## config.mk

```make
export PLATFORM = sky130hd
export DESIGN_NAME = stopwatch_ctrl_flat
export DESIGN_NICKNAME = d
export VERILOG_FILES = /design/src/rtl/stopwatch_ctrl_if.sv /design/src/rtl/stopwatch_ctrl.sv /design/src/flat_wrapper.sv
export SDC_FILE = /design/constraint.sdc
export NUM_CORES = 1
export LEC_CHECK = 0
export CORE_MARGIN = 4
export CORE_UTILIZATION = 47
export CTS_CLUSTER_SIZE = 12
export DETAILED_ROUTE_END_ITERATION = 12
export GPL_TIMING_DRIVEN = 0
export PLACE_DENSITY = 0.65
export SYNTH_ARGS = -nofsm -noshare
export SYNTH_HDL_FRONTEND = slang
export SYNTH_SLANG_ARGS = --single-unit
```

## constraint.sdc

```tcl
create_clock -name clk -period 6.2 [get_ports clk]
set_clock_uncertainty 0.15 [all_clocks]
set_input_delay 0.62 -clock clk [delete_from_list [all_inputs] [get_ports clk]]
set_output_delay 0.62 -clock clk [all_outputs]
set_load 0.005 [all_outputs]
```

## src/rtl/stopwatch_ctrl_if.sv

```systemverilog
// stopwatch_ctrl_if
//   Groups the debounced button levels and the control outputs that pass
//   between the button front end, the sequencer and the counter/display datapath.
//   Signals:
//     btn_start_stop, btn_lap, btn_reset : debounced button levels, 1 = pressed
//     count_en : one-cycle strobe, advance the counter by one tick
//     clear    : one-cycle strobe, zero the counter and lap register
//     lap_hold : level, freeze the display at its current value
//     running  : level, state is RUN or LAP
//     state    : IDLE=0, RUN=1, PAUSE=2, LAP=3
//   Modports:
//     master : drives the buttons and observes the control outputs
//     slave  : the sequencer, which takes the buttons and drives the outputs
interface stopwatch_ctrl_if;
  logic       btn_start_stop;
  logic       btn_lap;
  logic       btn_reset;
  logic       count_en;
  logic       clear;
  logic       lap_hold;
  logic       running;
  logic [1:0] state;

  modport master (
    output btn_start_stop, btn_lap, btn_reset,
    input  count_en, clear, lap_hold, running, state
  );

  modport slave (
    input  btn_start_stop, btn_lap, btn_reset,
    output count_en, clear, lap_hold, running, state
  );
endinterface

```

## src/rtl/stopwatch_ctrl.sv

```systemverilog
// stopwatch_ctrl
//   Control sequencer between the button debouncers and the stopwatch
//   counter/display datapath. It edge-detects the three buttons, runs the
//   start/stop/lap/clear state machine, divides the system clock down to the
//   count-enable tick, and detects a long reset press while running.
//   Ports:
//     clk : system clock, rising edge
//     rst : asynchronous active-high reset
//     bus : stopwatch_ctrl_if.slave (buttons in; count_en, clear, lap_hold,
//           running and state out, all registered)
module stopwatch_ctrl #(
  parameter int CLK_FREQ_HZ      = 100_000_000,
  parameter int TICK_HZ          = 100,
  parameter int LONG_PRESS_TICKS = 100
) (
  input  logic             clk,
  input  logic             rst,
  stopwatch_ctrl_if.slave  bus
);

  localparam int DIV = CLK_FREQ_HZ / TICK_HZ;
  localparam int PW  = $clog2(DIV);
  localparam int HW  = $clog2(LONG_PRESS_TICKS + 1);

  localparam logic [PW-1:0] PRESC_MAX = PW'(DIV - 1);
  localparam logic [HW-1:0] HOLD_LAST = HW'(LONG_PRESS_TICKS - 1);
  localparam logic [HW-1:0] HOLD_MAX  = HW'(LONG_PRESS_TICKS);

  typedef enum logic [1:0] {
    IDLE  = 2'd0,
    RUN   = 2'd1,
    PAUSE = 2'd2,
    LAP   = 2'd3
  } state_t;

  state_t        state_q, state_d;
  logic          prev_ss, prev_lap, prev_rs;
  logic [PW-1:0] presc_q, presc_d;
  logic [HW-1:0] hold_q, hold_d;
  logic          count_en_q, count_en_d;
  logic          clear_q, clear_d;
  logic          lap_hold_q, running_q;

  logic press_ss, press_lap, press_rs;
  logic tick, active, long_fire;

  // Edge memories reset to 1, so a button held through reset needs a
  // release and a fresh press before it does anything.
  assign press_ss  = bus.btn_start_stop & ~prev_ss;
  assign press_lap = bus.btn_lap        & ~prev_lap;
  assign press_rs  = bus.btn_reset      & ~prev_rs;

  assign tick   = (presc_q == PRESC_MAX);
  assign active = (state_q == RUN) || (state_q == LAP);

  // The long press fires on the tick that would bring the hold count up to
  // LONG_PRESS_TICKS, so the clear lands on that tick rather than one later.
  assign long_fire = active && bus.btn_reset && tick && (hold_q >= HOLD_LAST);

  // Next state, strobes and counters. A long press outranks every button,
  // then the reset press, then start/stop, then lap.
  always_comb begin
    state_d = state_q;
    clear_d = 1'b0;
    hold_d  = hold_q;
    presc_d = tick ? '0 : presc_q + PW'(1);

    if (long_fire) begin
      clear_d = 1'b1;
      state_d = IDLE;
    end else begin
      case (state_q)
        IDLE: begin
          if (press_rs)      clear_d = 1'b1;
          else if (press_ss) state_d = RUN;
        end
        RUN: begin
          if (press_ss)       state_d = PAUSE;
          else if (press_lap) state_d = LAP;
        end
        LAP: begin
          if (press_ss)       state_d = PAUSE;
          else if (press_lap) state_d = RUN;
        end
        PAUSE: begin
          if (press_rs) begin
            clear_d = 1'b1;
            state_d = IDLE;
          end else if (press_ss) begin
            state_d = RUN;
          end
        end
        default: state_d = IDLE;
      endcase
    end

    if (!active || !bus.btn_reset || long_fire) begin
      hold_d = '0;
    end else if (tick && (hold_q != HOLD_MAX)) begin
      hold_d = hold_q + HW'(1);
    end

    // Clearing restarts the tick phase so the first count after a clear is a
    // full tick period away.
    if (clear_d) presc_d = '0;

    count_en_d = tick && ((state_d == RUN) || (state_d == LAP)) && !clear_d;
  end

  // All state and outputs register here; reset drops every strobe at once.
  always_ff @(posedge clk or posedge rst) begin
    if (rst) begin
      state_q    <= IDLE;
      prev_ss    <= 1'b1;
      prev_lap   <= 1'b1;
      prev_rs    <= 1'b1;
      presc_q    <= '0;
      hold_q     <= '0;
      count_en_q <= 1'b0;
      clear_q    <= 1'b0;
      lap_hold_q <= 1'b0;
      running_q  <= 1'b0;
    end else begin
      state_q    <= state_d;
      prev_ss    <= bus.btn_start_stop;
      prev_lap   <= bus.btn_lap;
      prev_rs    <= bus.btn_reset;
      presc_q    <= presc_d;
      hold_q     <= hold_d;
      count_en_q <= count_en_d;
      clear_q    <= clear_d;
      lap_hold_q <= (state_d == LAP);
      running_q  <= (state_d == RUN) || (state_d == LAP);
    end
  end

  assign bus.state    = state_q;
  assign bus.count_en = count_en_q;
  assign bus.clear    = clear_q;
  assign bus.lap_hold = lap_hold_q;
  assign bus.running  = running_q;

endmodule

```

## src/flat_wrapper.sv

```systemverilog
// flat-port wrapper written by rule: the top's interface ports become plain ports
module stopwatch_ctrl_flat 
#(
  parameter int CLK_FREQ_HZ      = 100_000_000,
  parameter int TICK_HZ          = 100,
  parameter int LONG_PRESS_TICKS = 100
)
  (clk, rst, bus_btn_start_stop, bus_btn_lap, bus_btn_reset, bus_count_en, bus_clear, bus_lap_hold, bus_running, bus_state);
  stopwatch_ctrl_if bus_i ();
  input  logic clk;
  input  logic rst;
  input wire logic [$bits(bus_i.btn_start_stop)-1:0] bus_btn_start_stop;
  input wire logic [$bits(bus_i.btn_lap)-1:0] bus_btn_lap;
  input wire logic [$bits(bus_i.btn_reset)-1:0] bus_btn_reset;
  output wire logic [$bits(bus_i.count_en)-1:0] bus_count_en;
  output wire logic [$bits(bus_i.clear)-1:0] bus_clear;
  output wire logic [$bits(bus_i.lap_hold)-1:0] bus_lap_hold;
  output wire logic [$bits(bus_i.running)-1:0] bus_running;
  output wire logic [$bits(bus_i.state)-1:0] bus_state;
  assign bus_i.btn_start_stop = bus_btn_start_stop;
  assign bus_i.btn_lap = bus_btn_lap;
  assign bus_i.btn_reset = bus_btn_reset;
  assign bus_count_en = bus_i.count_en;
  assign bus_clear = bus_i.clear;
  assign bus_lap_hold = bus_i.lap_hold;
  assign bus_running = bus_i.running;
  assign bus_state = bus_i.state;
  stopwatch_ctrl #(.CLK_FREQ_HZ(CLK_FREQ_HZ), .TICK_HZ(TICK_HZ), .LONG_PRESS_TICKS(LONG_PRESS_TICKS)) u_core (.clk(clk), .rst(rst), .bus(bus_i));
endmodule
```

## Word level (Yosys, flattened, before mapping)

Cells that the tools add are included.

| word-level totals | value |
|---|---|
| register bits after elaboration | 36 |
| word-level logic and storage cells | 58 |

| cells by class | value |
|---|---|
| $add $sub $neg | 2 |
| $lt $le $gt $ge | 1 |
| eq/ne operators | 7 |
| muxes and demuxes | 16 |
| bitwise operators | 6 |
| reduce and logical (&&, ||, !) cells | 16 |

Operators by type and width:

| operator | number |
|---|---|
| $mux 20 | 2 |
| $add 20x1->20 const B | 1 |
| $eq 20x20->1 const B | 1 |
| $mux 2 | 8 |
| $mux 7 | 2 |
| $pmux 2 s4 | 1 |
| $add 7x1->7 const B | 1 |
| $ge 7x7->1 const B | 1 |
| $ne 7x7->1 const B | 1 |
| $eq 2x2->1 const B | 3 |
| $logic_and 1x1->1 | 6 |
| $eq 2x1->1 const B | 2 |
| $logic_or 1x1->1 | 4 |
| $and 1x1->1 | 3 |
| $logic_not 1->1 | 3 |
| $mux 1 | 3 |
| $not 1->1 | 3 |
| $logic_not 2->1 | 1 |
| $reduce_bool 2->1 | 1 |
| $reduce_or 2->1 | 1 |

## Longest topological paths before layout

Gate-level depths: netlist of the first run.

| depth | value |
|---|---|
| depth in word-level cells | 10 |
| depth in mapped cells | 8 |

## Least setup slack after synthesis of the first run

OpenSTA, ideal clock, no wires.

| timing | value |
|---|---|
| path type | flip-flop to flip-flop |
| from | register u_core.presc_q[0] |
| to | register u_core.hold_q[2] |
| setup time | 80 ps |
| arrival time | 2,006 ps |
| data required time | 5,970 ps |
| slack | 3,964 ps |
| stages on the path, launching flop included | 8 |
| buffers on the path | 2 |
| clock period less this slack | 2,236 ps |
| cell sequence | dfrtp_1 -> ha_1 -> nand3_2 -> or4_4 -> buf_6 -> buf_6 -> or4_1 -> a21oi_1 |

| on the way | value |
|---|---|
| cells in the longest elaborated chain, start to end | 5 |
| elaborated cells between the ends (all ways) | 7 |
| classes of those cells | eq/ne (1); mux (1); reduce/logical (5) |

RTL lines:

| item | line | text |
|---|---|---|
| start, declared | stopwatch_ctrl.sv:38 | `logic [PW-1:0] presc_q, presc_d;` |
| start signal, assigned | stopwatch_ctrl.sv:128 | `presc_q <= presc_d;` |
| $eq 20x20->1 * | stopwatch_ctrl.sv:53 | `assign tick = (presc_q == PRESC_MAX);` |
| $logic_and 1x1->1 (2 in a row) | stopwatch_ctrl.sv:58 | `assign long_fire = active && bus.btn_reset && tick && (hold_q >= HOLD_LAST);` |
| $logic_or 1x1->1 | stopwatch_ctrl.sv:97 | `if (!active \|\| !bus.btn_reset \|\| long_fire) begin` |
| $mux 7 or $reduce_bool 2->1 (tied branches) | -- |  |
| end signal, assigned | stopwatch_ctrl.sv:129 | `hold_q <= hold_d;` |
| end, declared | stopwatch_ctrl.sv:39 | `logic [HW-1:0] hold_q, hold_d;` |

Every way passes the cells marked *; elsewhere a longest branch is shown, timed or not.
A chain may end at the register's enable or synchronous reset.

## Final worst setup path of the first run

| timing | value |
|---|---|
| from | register u_core.presc_q[8] |
| to | register u_core.presc_q[4] |

| on the way | value |
|---|---|
| cells in the longest elaborated chain, start to end | 5 |
| elaborated cells between the ends (all ways) | 6 |
| classes of those cells | eq/ne (1); mux (3); reduce/logical (2) |

RTL lines:

| item | line | text |
|---|---|---|
| $eq 20x20->1 * | stopwatch_ctrl.sv:53 |  |
| $logic_and 1x1->1 (2 in a row) | stopwatch_ctrl.sv:58 |  |
| $mux 1 | stopwatch_ctrl.sv:68 | `if (long_fire) begin` |
| $mux 20 * | stopwatch_ctrl.sv:105 | `if (clear_d) presc_d = '0;` |
| named net u_core.presc_d[4] | stopwatch_ctrl.sv:38 |  |

Mark *: on every way through the listed nets, which the timed path passes. The rest lies on a longest branch.

==> results_dict.tcl, run 1 <==
set metrics [dict create \
    status "completed" \
    setup_viol 0 \
    final_common_cell "sky130_fd_sc_hd__dfrtp_1" \
    number_of_antenna_violations_at_the_first_check_in_global_routing 0 \
    post_cts_repair_timing_setup_buffer_count 0 \
    drive_above_1_share 0.1000 \
    die_h_microns 70.28 \
    post_synth_xor_area_fraction 0.06726 \
    vias 1430 \
    final_core_utilization 0.5556 \
    hold_ws_ns 0.3333 \
    hp-class "reg2reg" \
    worst-slew-pin-transition_ns 0.7355 \
    finish.net_count 207 \
    cts_hold_repair.buffers 0 \
    edff_count_synth 0 \
    p_per_area_nw_per_um2 245.3 \
    timing.hold.worst_path_depth 1 \
    grt_start_max_net_pins 37 \
    ys_dominant_reg_cell "sky130_fd_sc_hd__dfrtp_1" \
    portBuffers 10 \
    wirelength_mm 3.563 \
    report.final.slew_viol_count 0 \
    static_leakage_power_uw 0.0008130 \
    dominant_combinational_cell_family_by_area_after_synthesis "simple AND/OR/NAND/NOR gates" \
    synth_fa_ha_area_frac 0.02059 \
    vias_in_the_first_global_route 1438 \
    worst_ep_required_time_ns 6.18 \
    postPlaceCellArea_sq_um 1983 \
    io-pin-count 11 \
    dpl.hpwl_mm 2.530 \
    cpMostUsedCell "sky130_fd_sc_hd__nor3_1" \
    synth_area_leaders "sky130_fd_sc_hd__dfrtp_1 45%, sky130_fd_sc_hd__dfstp_2 4.3%, sky130_fd_sc_hd__nor2_1 4.3%, sky130_fd_sc_hd__xor2_1 3.8%, sky130_fd_sc_hd__a21oi_1 3.6%" \
    layout_worst_path_cycle_share 0.4148 \
    yosysWarnings 0 \
    antennaDiodeCount 0 \
    multiplexer_share_of_the_synthesized_area 0 \
    grtUsageTotal 0.1618 \
    syn-cell-area_sq_um 1823 \
    library_cells_used_by_synthesis 38 \
    drt-vias-per-instance 5.766 \
    final_area_sq_um 2064 \
    clockRootBuffer "sky130_fd_sc_hd__clkbuf_8" \
    netlist.area_leader.share 0.4530 \
    synth_seq_area_share 0.4962 \
    grt_pass1_wl_mm 6.423 \
    cts_tree "done" \
    fin_crit_ns 2.572 \
    cts_repair_resized_insts 0 \
    vdd_drop_max_v 0.0001378 \
    critical-path-slowest-cell "sky130_fd_sc_hd__nor3_1" \
    number_of_buffers_between_clock_root_and_the_deepest_sink 2 \
    worstSkewPairLatency_ns 0.29 \
    worst-endpoint-arrival_ns 2.56 \
    crit_chain "nor4b_1 > nand2_1 > nor3_1 > nor3_1" \
    netlist.top_cell.by_area "sky130_fd_sc_hd__dfrtp_1" \
    drt-initial-drc-count 63 \
    drt_drc_violations_left 0 \
    critical_path_depth 4 \
    worstPathBufferInverterCount 0 \
    synth-seq-cells 36 \
    chipWidth_microns 70.28 \
    fmax_mhz 388.9 \
    critPathKind "reg2reg" \
    number_of_buffers_added_by_the_clock_tree_synthesis_step 5 \
    synth_compound_area_frac 0.1201 \
    cap_violations 0 \
    ctsHtreeMaxLevel 2 \
    layout_common_cells "33 x sky130_fd_sc_hd__dfrtp_1, 21 x sky130_fd_sc_hd__nor2_1, 13 x sky130_fd_sc_hd__a21oi_1, 11 x sky130_fd_sc_hd__nand2_1, 10 x sky130_fd_sc_hd__clkdlybuf4s50_1" \
    critical_path_peak_fanout 9 \
    initial_core_util 0.4906 \
    synth-simple-area-share 0.2629 \
    cpLargestDelayFamily "simple AND/OR/NAND/NOR gates" \
    postSynthAreaPerCell_sq_um 10.02 \
    cp-start-kind "register" \
    unrepaired_setup_endpoints_after_global_routing "no" \
    tns_ns 0 \
    detail-route-antenna-nets 0 \
    clock_sinks 36 \
    core_area_sq_um 3716 \
    hold_viol_final 0 \
    dieArea_sq_um 4939 \
    area.growth.synth_to_final_pct 13.25 \
    drtPass1Iterations 4 \
    grt-ovfl-total 0 \
    timing.critical_path.to_type "register" \
    place.gp.congestion 0.8129 \
    postSynth.asyncResetShare 1.000 \
    maxSlewHeadroom 0.5059 \
    core.rowCount 22 \
    synthCells 182 \
    syn_nets 190 \
    clkSlewWorstSetupHoldPaths_ns 0.07 \
    r2r.worst_path.cells 4 \
    critical-path-max-stage-delay_ns 0.71 \
    routed_wire_length_per_instance_microns 14.37 \
]
-- worst reg2reg max path: stages (launching register included) --
cell and delay [ns]:
sky130_fd_sc_hd__dfrtp_1 0.44, sky130_fd_sc_hd__nor4b_1 0.59, sky130_fd_sc_hd__nand2_1 0.40, sky130_fd_sc_hd__nor3_1 0.71, sky130_fd_sc_hd__nor3_1 0.14
-- cell families (layout without fill, tap and decap cells) --
kind of cell	after synthesis	after routing
xor+xnor	14	14
flops	36	36
fa+ha+maj	3	3
compound gates	32	32
simple gates	86	86
buf+inv	11	29
-- per-stage QoR --
step	total power (uW)	setup slack, ns	cells
after global routing	535.3	3.350	248
final	506.4	3.628	248
after floorplan	323.9	3.964	182
after CTS	513.1	3.591	248
after detailed placement	352.4	3.624	240
after global placement	348.1	3.683	240
-- cell usage after synthesis, types with 2 or more instances --
master	count
sky130_fd_sc_hd__a21oi_1	13
sky130_fd_sc_hd__and3_1	2
sky130_fd_sc_hd__and4_1	4
sky130_fd_sc_hd__buf_6	2
sky130_fd_sc_hd__clkbuf_1	2
sky130_fd_sc_hd__dfrtp_1	33
sky130_fd_sc_hd__dfstp_2	3
sky130_fd_sc_hd__ha_1	3
sky130_fd_sc_hd__inv_1	6
sky130_fd_sc_hd__nand2_1	11
sky130_fd_sc_hd__nand2b_1	4
sky130_fd_sc_hd__nand3_1	9
sky130_fd_sc_hd__nand4_1	7
sky130_fd_sc_hd__nor2_1	21
sky130_fd_sc_hd__nor3_1	4
sky130_fd_sc_hd__nor4_1	4
sky130_fd_sc_hd__nor4b_1	2
sky130_fd_sc_hd__o21ai_0	5
sky130_fd_sc_hd__o31ai_1	7
sky130_fd_sc_hd__or2_2	2
sky130_fd_sc_hd__or3_1	3
sky130_fd_sc_hd__or4_1	7
sky130_fd_sc_hd__xnor2_1	6
sky130_fd_sc_hd__xor2_1	8
-- worst paths after layout --
path	slack (ns)	end	startpoint
worst min register to register	0.33	u_core.presc_q[0]	u_core.presc_q[0]
min in group asynchronous	0.63	u_core.presc_q[7]	rst
max in group asynchronous	4.80	u_core.presc_q[17]	rst
worst min-delay path	0.33	u_core.presc_q[0]	u_core.presc_q[0]
worst max register to register	3.63	u_core.presc_q[4]	u_core.presc_q[8]
worst max-delay path	3.63	u_core.presc_q[4]	u_core.presc_q[8]
-- per-layer routing --
| layer | routed length (microns) | track usage |
|---|---|---|
| met1 | 1586 | 0.1907 |
| met2 | 1822 | 0.2734 |
| met3 | 124 | 0.05324 |
| met4 | 30 | 0.05745 |
| met5 | 0 | 0 |
-- state kept, by name, indices dropped and copies added (netlist names) --
name                 cells
u_core.bus.state         2
u_core.bus.clear         1
u_core.bus.lap_hold      1
u_core.bus.count_en      1
u_core.prev_rs           1
u_core.prev_ss           1
u_core.hold_q            7
u_core.bus.running       1
u_core.presc_q          20
u_core.prev_lap          1
-- layout make-up --
type,count,area [sq um]
well taps,48,60.06
plain buffers,5,37.54
clock inverters,1,5.005
fillers,336,1652
flip-flops and latches,36,904.6
multi-input cells,135,858.3
inverters,6,22.52
repair buffers,10,100.1
clock buffers,7,76.32
-- where the power goes --
group | internal [uW] | switching (uW)
Sequential | 256 | 18.8
Combinational | 35.2 | 36.6
Clock | 78.8 | 80.7
Note: power is estimated with default switching activity, not from simulation.
==> run 2: changes to the inputs <==
--- a/config.mk
+++ b/config.mk
@@ -10,7 +10,7 @@
 export CTS_CLUSTER_SIZE = 12
 export DETAILED_ROUTE_END_ITERATION = 12
 export GPL_TIMING_DRIVEN = 0
-export PLACE_DENSITY = 0.65
+export PLACE_DENSITY = 0.68
 export SYNTH_ARGS = -nofsm -noshare
 export SYNTH_HDL_FRONTEND = slang
 export SYNTH_SLANG_ARGS = --single-unit
==> constraint.sdc (replaced) <==
create_clock -name clk -period 2.2 [get_ports clk]
set_clock_uncertainty 0.15 [all_clocks]
set_input_delay 0.22 -clock clk [delete_from_list [all_inputs] [get_ports clk]]
set_output_delay 0.22 -clock clk [all_outputs]
set_load 0.005 [all_outputs]
==> run 2 against run 1 <==
Cell count rose by 3.2%. Via count rose by 4.7%. Register-to-register slack got worse by 3.6 ns. Highest routed layer unchanged. Critical endpoint is now u_core.presc_q[15]. Maximum frequency rose by 20%. Critical path type unchanged.
==> results_dict.tcl, run 2 (synthesis results as in run 1) <==
set metrics [dict create \
    cpLargestDelayFamily "simple AND/OR/NAND/NOR gates" \
    met3_usage_in_global_routing 0.05324 \
    drt_drc_violations_left 0 \
    cpMostUsedCell "sky130_fd_sc_hd__buf_6" \
    critical-path-slowest-cell "sky130_fd_sc_hd__or4_4" \
    cts_tree "done" \
    clockRootBuffer "sky130_fd_sc_hd__clkbuf_8" \
    io-pin-count 11 \
    cts_hold_repair.buffers 0 \
    place_inst 240 \
    instances_no_fill 256 \
    setup_viol 0 \
    area.growth.synth_to_final_pct 24.02 \
    portBuffers 10 \
    maxSlewHeadroom 0.5077 \
    final_common_cell "sky130_fd_sc_hd__dfrtp_1" \
    vias_in_the_first_global_route 1450 \
    comb_power_share 0.147 \
    fill_cells 312 \
    seqPwrFrac 0.420 \
    fin_crit_ns 2.145 \
    vdd_drop_max_v 0.0005704 \
    vias 1497 \
    cp-start-kind "register" \
    pwr-share-clk 0.433 \
    worst-endpoint-arrival_ns 2.17 \
    chipWidth_microns 70.28 \
    grt-ovfl-total 0 \
    dpl.hpwl_mm 2.597 \
    grtUsageTotal 0.1736 \
    crit_chain "ha_4 > nand3_4 > or4_4 > buf_6 > o22ai_4 > buf_6 > a21oi_1" \
    overall_power_of_the_completed_layout_uw 1871 \
    worst_ep_required_time_ns 2.22 \
    clock_sinks 36 \
    layout_worst_path_cycle_share 0.9748 \
    critPathKind "reg2reg" \
    core_area_sq_um 3716 \
    hold_viol_final 0 \
    core.rowCount 22 \
    report.final.slew_viol_count 0 \
    static_leakage_power_uw 0.0009024 \
    timing.critical_path.to_type "register" \
    p_per_area_nw_per_um2 827.5 \
    worst-slew-pin-transition_ns 0.7373 \
    groute.layer.met1.usage 0.2119 \
    place.gp.congestion 0.8673 \
    number_of_buffers_added_by_the_clock_tree_synthesis_step 5 \
    cap_violations 0 \
    global_route_met2_usage 0.2869 \
    drtPass1Iterations 4 \
    worstPathBufferInverterCount 2 \
    status "completed" \
    drive_above_1_share 0.1731 \
    ctsHtreeMaxLevel 2 \
    die_h_microns 70.28 \
    routed_wire_length_per_instance_microns 15.30 \
    wirelength_mm 3.916 \
    number_of_antenna_violations_at_the_first_check_in_global_routing 0 \
    layout_common_cells "32 x sky130_fd_sc_hd__dfrtp_1, 21 x sky130_fd_sc_hd__nor2_1, 13 x sky130_fd_sc_hd__a21oi_1, 10 x sky130_fd_sc_hd__nand2_1, 10 x sky130_fd_sc_hd__clkdlybuf4s50_1" \
    initial_core_util 0.4906 \
    intPower_uw 1438 \
    largest_register "u_core.presc_q" \
    drt-initial-drc-count 106 \
    finish.net_count 215 \
    clkSlewWorstSetupHoldPaths_ns 0.08 \
    number_of_buffers_between_clock_root_and_the_deepest_sink 2 \
    power.switching_fraction 0.2315 \
    critical_path_peak_fanout 10 \
    drt-vias-per-instance 5.848 \
    grt_pass1_wl_mm 6.686 \
    final_area_sq_um 2261 \
    largest_register_ffs 20 \
    fmax_mhz 466.3 \
    critical-path-max-stage-delay_ns 0.58 \
    hp-class "in2reg" \
    unrepaired_setup_endpoints_after_global_routing "yes" \
    detail-route-antenna-nets 0 \
    worstSkewPairLatency_ns 0.30 \
    globalRoute.busiestLayer "met2" \
    antennaDiodeCount 0 \
    grt_start_max_net_pins 37 \
    dieArea_sq_um 4939 \
    power.switching_uw 433.2 \
    postPlaceCellArea_sq_um 1993 \
]
run 2: changes by cell type in the layout (fill, tap and decap cells not counted), moves of 2 or more:
cell                        before  now
sky130_fd_sc_hd__buf_4           1    7
sky130_fd_sc_hd__bufinv_16       0    3
sky130_fd_sc_hd__buf_6           2    4
sky130_fd_sc_hd__clkbuf_1        4    2
run 2: cell type report:
type	count	area [sq um]	area share
Timing Repair Buffer	19	175.2	0.07748
Multi-Input combinational cell	135	908.4	0.4018
Sequential cell	36	905.9	0.4007
Inverter	6	22.52	0.009961
Tap cell	48	60.06	0.02656
Clock inverter	3	90.09	0.03985
Clock buffer	5	68.82	0.03044
Buffer	4	30.03	0.01328
run 2: power by group through the flow:
| stage | logic (uW) | clock network, uW | registers, uW |
|---|---|---|---|
| 4_1_cts | 276 | 819 | 785 |
| 5_1_grt | 304 | 850 | 795 |
| 3_3_place_gp | 203 | 0 | 789 |
| 3_5_place_dp | 218 | 0 | 795 |
| 6_report | 275 | 810 | 786 |
| 2_1_floorplan | 140 | 0 | 785 |
run 2: worst reg2reg max path, stage by stage, from the launching register on:
cell,delay (ns)
sky130_fd_sc_hd__dfrtp_1,0.39
sky130_fd_sc_hd__ha_4,0.16
sky130_fd_sc_hd__nand3_4,0.06
sky130_fd_sc_hd__or4_4,0.58
sky130_fd_sc_hd__buf_6,0.18
sky130_fd_sc_hd__o22ai_4,0.28
sky130_fd_sc_hd__buf_6,0.18
sky130_fd_sc_hd__a21oi_1,0.05
run 2: final timing paths:
kind,startpoint,to,slack (ns),depth (start not counted)
worst max-delay path,u_core.presc_q[0],u_core.presc_q[15],0.06,7
worst min-delay path,bus_btn_start_stop,u_core.prev_ss,0.21,1
worst max register to register,u_core.presc_q[0],u_core.presc_q[15],0.06,7
worst min register to register,u_core.hold_q[6],u_core.hold_q[6],0.39,2
max in group asynchronous,rst,u_core.presc_q[4],1.17,2
min in group asynchronous,rst,u_core.presc_q[19],0.22,2
run 2: timing repair:
| item | 4_1_cts | 5_1_grt |
|---|---|---|
| pin swaps | 2 | 3 |
| setup endpoints to repair | 30 | 23 |
| setup buffers | 7 | 1 |
| gates resized for setup | 10 | 1 |
| gates cloned | 1 | 0 |
run 2: per-stage QoR:
step / setup WS [ns] / setup TNS (ns) / hold WS (ns) / utilization
floorplan: 0.002249 / 0 / 0.07448 / -
global route: -0.01424 / -0.03869 / 0.2066 / 0.6084
global placement: -0.2587 / -4.906 / 0.3233 / 0.5364
detailed placement: -0.2301 / -4.835 / 0.3253 / 0.5364
finish: 0.05541 / 0 / 0.2079 / 0.6084
CTS: 0.009406 / 0 / 0.2048 / 0.6091
run 2: routing by layer:
| layer | vias to the layer above | part of all wire |
|---|---|---|
| li1 | 712 | - |
| met1 | 738 | 0.44 |
| met2 | 40 | 0.49 |
| met3 | 7 | 0.053 |
| met4 | 0 | 0.019 |
| met5 | - | 0 |
